==> src/rtl/pipe_stage_reg.sv <==
// Pipeline stage register: control/data entry with valid/ready handshake, stall, flush and bubbles.
// Define PIPE_SKID_EN for a second skid entry and a registered in_ready.
module pipe_stage_reg #(
  parameter int CTRLW = 8,
  parameter int DATAW = 64
) (
  input  logic             clk,
  input  logic             rst,
  input  logic             flush,
  input  logic             nop,
  input  logic             in_valid,
  output logic             in_ready,
  input  logic             in_nop,
  input  logic [CTRLW-1:0] in_ctrl,
  input  logic [DATAW-1:0] in_data,
  output logic             out_valid,
  input  logic             out_ready,
  output logic             out_nop,
  output logic [CTRLW-1:0] out_ctrl,
  output logic [DATAW-1:0] out_data
);

  typedef enum logic [1:0] {
    ST_EMPTY = 2'd0,
    ST_FULL  = 2'd1,
    ST_SKID  = 2'd2
  } state_t;

  state_t r_state;
  state_t w_stateNext;

  logic             r_outNop;
  logic [CTRLW-1:0] r_outCtrl;
  logic [DATAW-1:0] r_outData;

  logic             w_accept;
  logic             w_present;
  logic             w_entryNop;
  logic [CTRLW-1:0] w_entryCtrl;
  logic             w_loadOut;
  logic             w_clearOut;

  // A bubble keeps its data but can never cause side effects downstream.
  assign w_entryNop  = nop | in_nop;
  assign w_entryCtrl = w_entryNop ? '0 : in_ctrl;

  assign w_accept  = in_valid & in_ready;
  assign w_present = out_valid & out_ready;

  assign out_valid = (r_state != ST_EMPTY);
  assign out_nop   = r_outNop;
  assign out_ctrl  = r_outCtrl;
  assign out_data  = r_outData;

`ifdef PIPE_SKID_EN
  logic             r_inReady;
  logic             r_skidNop;
  logic [CTRLW-1:0] r_skidCtrl;
  logic [DATAW-1:0] r_skidData;
  logic             w_loadSkid;
  logic             w_moveSkid;

  assign in_ready = r_inReady;
`else
  assign in_ready = (r_state == ST_EMPTY) | out_ready;
`endif

  always_ff @(posedge clk or posedge rst) begin
    if (rst) begin
      r_state <= ST_EMPTY;
    end else begin
      r_state <= w_stateNext;
    end
  end

  always_comb begin
    w_stateNext = r_state;
    w_loadOut   = 1'b0;
    w_clearOut  = 1'b0;
`ifdef PIPE_SKID_EN
    w_loadSkid  = 1'b0;
    w_moveSkid  = 1'b0;
`endif
    if (flush) begin
      w_stateNext = ST_EMPTY;
      w_clearOut  = 1'b1;
    end else begin
      case (r_state)
        ST_EMPTY: begin
          if (w_accept) begin
            w_stateNext = ST_FULL;
            w_loadOut   = 1'b1;
          end
        end
        ST_FULL: begin
          if (w_present && w_accept) begin
            w_loadOut = 1'b1;
          end else if (w_present) begin
            w_stateNext = ST_EMPTY;
            w_clearOut  = 1'b1;
`ifdef PIPE_SKID_EN
          end else if (w_accept) begin
            w_stateNext = ST_SKID;
            w_loadSkid  = 1'b1;
`endif
          end
        end
`ifdef PIPE_SKID_EN
        ST_SKID: begin
          if (w_present) begin
            w_stateNext = ST_FULL;
            w_moveSkid  = 1'b1;
          end
        end
`endif
        default: begin
          w_stateNext = ST_EMPTY;
          w_clearOut  = 1'b1;
        end
      endcase
    end
  end

  // Output register: cleared when it stops holding an entry so out_ctrl is 0 while idle.
  always_ff @(posedge clk or posedge rst) begin
    if (rst) begin
      r_outNop  <= 1'b0;
      r_outCtrl <= '0;
      r_outData <= '0;
    end else if (w_clearOut) begin
      r_outNop  <= 1'b0;
      r_outCtrl <= '0;
      if (flush) begin
        r_outData <= '0;
      end
    end else if (w_loadOut) begin
      r_outNop  <= w_entryNop;
      r_outCtrl <= w_entryCtrl;
      r_outData <= in_data;
`ifdef PIPE_SKID_EN
    end else if (w_moveSkid) begin
      r_outNop  <= r_skidNop;
      r_outCtrl <= r_skidCtrl;
      r_outData <= r_skidData;
`endif
    end
  end

`ifdef PIPE_SKID_EN
  always_ff @(posedge clk or posedge rst) begin
    if (rst) begin
      r_skidNop  <= 1'b0;
      r_skidCtrl <= '0;
      r_skidData <= '0;
    end else if (flush) begin
      r_skidNop  <= 1'b0;
      r_skidCtrl <= '0;
      r_skidData <= '0;
    end else if (w_loadSkid) begin
      r_skidNop  <= w_entryNop;
      r_skidCtrl <= w_entryCtrl;
      r_skidData <= in_data;
    end else if (w_moveSkid) begin
      r_skidNop  <= 1'b0;
      r_skidCtrl <= '0;
    end
  end

  // Ready is looked up from the next state so upstream never sees out_ready combinationally.
  always_ff @(posedge clk or posedge rst) begin
    if (rst) begin
      r_inReady <= 1'b0;
    end else begin
      r_inReady <= (w_stateNext != ST_SKID);
    end
  end
`endif

endmodule

==> config.mk <==
export PLATFORM = sky130hd
export DESIGN_NAME = pipe_stage_reg
export DESIGN_NICKNAME = d
export VERILOG_FILES = /design/src/rtl/pipe_stage_reg.sv
export SDC_FILE = /design/constraint.sdc
export NUM_CORES = 1
export LEC_CHECK = 0
export CAP_MARGIN = 20
export CORE_ASPECT_RATIO = 1.1
export CORE_UTILIZATION = 39
export CTS_BUF_LIST = sky130_fd_sc_hd__clkbuf_4 sky130_fd_sc_hd__clkbuf_8
export DETAILED_ROUTE_END_ITERATION = 16
export GPL_TIMING_DRIVEN = 0
export PLACE_DENSITY = 0.82
export SKIP_CTS_REPAIR_TIMING = 1
export SYNTH_ARGS = -nofsm -noshare
export SYNTH_HDL_FRONTEND = slang
export SYNTH_SLANG_ARGS = --single-unit
export TNS_END_PERCENT = 10
==> constraint.sdc <==
create_clock -name clk -period 2.4 [get_ports clk]
set_input_delay 0.24 -clock clk [delete_from_list [all_inputs] [get_ports clk]]
set_output_delay 0.24 -clock clk [all_outputs]
set_load 0.005 [all_outputs]
==> impl_metrics.json <==
{
  "yosys_register_bits": 74,
  "finalHoldViolations": 0,
  "yosysSeqAreaShare_pct": 69.3,
  "start_kind": "register",
  "place_ws_ps": 525,
  "start_util_pct": 40.5,
  "synthDominantCellAreaShare_pct": 69.3,
  "fillers": 500,
  "place.gp.congestion": 0.771,
  "critPathMaxStageDelay_ps": 540,
  "hp-class": "in2async",
  "final_cells": 423,
  "fin_crit_sh_pct": 77.9,
  "synth_common_cells": "dfrtp_1 (74), a22o_1 (73), buf_2 (6), buf_6 (6), nor2_1 (3)",
  "cts_max_level": 3,
  "irDropWorstVdd_v": 0.000400,
  "clockBufferDepth": 2,
  "clock-root-buffer": "clkbuf_8",
  "antenna_found_initial": 0,
  "io_pins": 154,
  "clock.fmax_mhz": 535,
  "avgRoutedWirePerCell_um": 16.3,
  "maxCapViolations": 0,
  "clock_sinks": 74,
  "min_period_ps": 1870,
  "rsz0062_at_grt": "false",
  "drt_pass1_iterations": 4,
  "ant_nets": 0,
  "grt_overflow_total": 0,
  "fp.dieW_um": 80.9,
  "area_growth_pct": 68.8,
  "cpMaxStageDelayCell": "clkdlybuf4s50_1",
  "synth_top_cell_by_area": "dfrtp_1",
  "syn_area_mm2": 0.00267,
  "worstPathRequired_ps": 2160,
  "synth_cell_types": 14,
  "yosysWarningCount": 0,
  "wl_um": 6900,
  "clkTransAtPathRegs_ps": 80,
  "vias": 2131,
  "drtIter0Drc": 81,
  "fp.coreArea_mm2": 0.00659,
  "cts_buffers": 9,
  "p_leak_nw": 2.01,
  "rows": 31,
  "viasPerCell": 5.04,
  "synthTopCellsByArea": "dfrtp_1 (69%), a22o_1 (24%), buf_6 (2.5%)",
  "maxSlewViolCount": 0,
  "drive_gt1_share_pct": 10.3,
  "cts_tree": "yes",
  "die-area_mm2": 0.00719,
  "worstSetupPathType": "reg2out",
  "worst_slew_pin_slew_ps": 860,
  "relSlewSlack_pct": 42.7,
  "dpl.hpwl_um": 4840,
  "outcome": "finished clean",
  "dp_cells": 407,
  "fin_skew_ps": 13.7,
  "grt_usage_pct": 19.1,
  "setup_viol": 0,
  "synth.avg_cell_area_um2": 15.5,
  "grt_max_degree": 75,
  "grt_pass1_wl_um": 10100,
  "drc": 0,
  "synth_edf_count": 0,
  "synth_nets": 251,
  "critPathMaxFanout": 4,
  "synth_most_common_cell": "dfrtp_1",
  "num-nets-final": 415,
  "synthArstFlopShare_pct": 100,
  "clock_latency_ps": 340,
  "worst_slack_ps": 530,
  "syn-instance-count": 172,
  "grt_pass1_vias": 2050,
  "ys.flop_type": "dfrtp_1",
  "diodes": 0,
  "port_buffers": 153,
  "p_per_area_mw_per_mm2": 615,
  "fp.dieH_um": 88.8,
  "arrival_ps": 1630,
  "crit_chain": "and2b_1 > inv_2 > clkdlybuf4s50_1",
  "cp-end-kind": "primary output"
}
-- cell type report --
cell class / count / area [um2] / area share, %
multi-input combinational: 83 / 712 / 15.8
timing repair buffer: 153 / 1530 / 33.9
tap: 82 / 103 / 2.27
buffer: 13 / 101 / 2.25
sequential: 74 / 1850 / 41.0
inverter: 2 / 10.0 / 0.222
clock inverter: 6 / 65.1 / 1.44
clock buffer: 10 / 138 / 3.05
-- where the power goes --
part           internal [W]  total (W)  switching [W]
sequential          0.00132    0.00135      0.0000385
combinational      0.000299   0.000450       0.000150
clock              0.000510   0.000970       0.000460
-- per-stage QoR --
step / util (%) / setup TNS [ps] / hold slack [ps] / area (um2) / total power (W)
floorplan: - / 0 / 306 / 2670 / 0.00152
global placement: 65.3 / -63760 / 483 / 4310 / 0.00182
detailed placement: 65.4 / 0 / 480 / 4310 / 0.00183
CTS: 68.4 / 0 / 475 / 4510 / 0.00281
global route: 68.4 / 0 / 486 / 4510 / 0.00289
finish: 68.4 / 0 / 471 / 4510 / 0.00277
-- placed cells by master (no fill, tap or decap) --
master	n
dfrtp_1	74
nor3_2	1
clkinvlp_4	1
or2_2	2
nor2_1	3
a22o_1	73
a21oi_2	1
a21oi_4	1
inv_2	1
clkbuf_1	1
clkbuf_8	10
and2b_1	1
bufinv_16	1
nand2b_1	1
inv_4	1
buf_2	6
clkinv_2	2
clkdlybuf4s50_1	153
inv_6	1
clkinv_4	1
buf_6	6
-- cell families (layout without fill, tap and decap cells) --
family                 Yosys count  after routing  share of synthesized area [%]
and+or+nand+nor                  8              8                           1.78
AOI/OAI and AO/OA               75             75                           24.9
DFF                             74             74                           69.3
buffers and inverters           15            184                           4.07
-- critical path: cells and delay by family (launching register included) --
kind                   cells  cell delay (ps)
and+or+nand+nor            1              220
buffers and inverters      2              660
DFF                        1              400
-- registers in the layout, summed over array words and instances, names as in the netlist --
signal	cells
out_data	64
out_ctrl	8
out_nop	1
r_state	1
-- metal layers --
layer,track usage [%],vias to the layer above,part of all wire (%)
met5,0,-,0
met4,10.7,0,1.7
met3,4.64,11,7.4
met2,29.1,91,48
met1,25.0,1043,43
li1,-,986,-
-- worst paths after layout --
path,from,to,slack (ps),cells past startpoint
max,r_state[0],in_ready,530,3
min reg2reg,out_data[23],out_data[23],500,1
min,rst,out_data[31],470,2
min in group clk,in_ctrl[5],out_ctrl[5],490,2
max reg2reg,r_state[0],out_data[29],880,5
max in group asynchronous,rst,out_data[62],1370,2
Note: power is estimated with default switching activity, not from simulation.
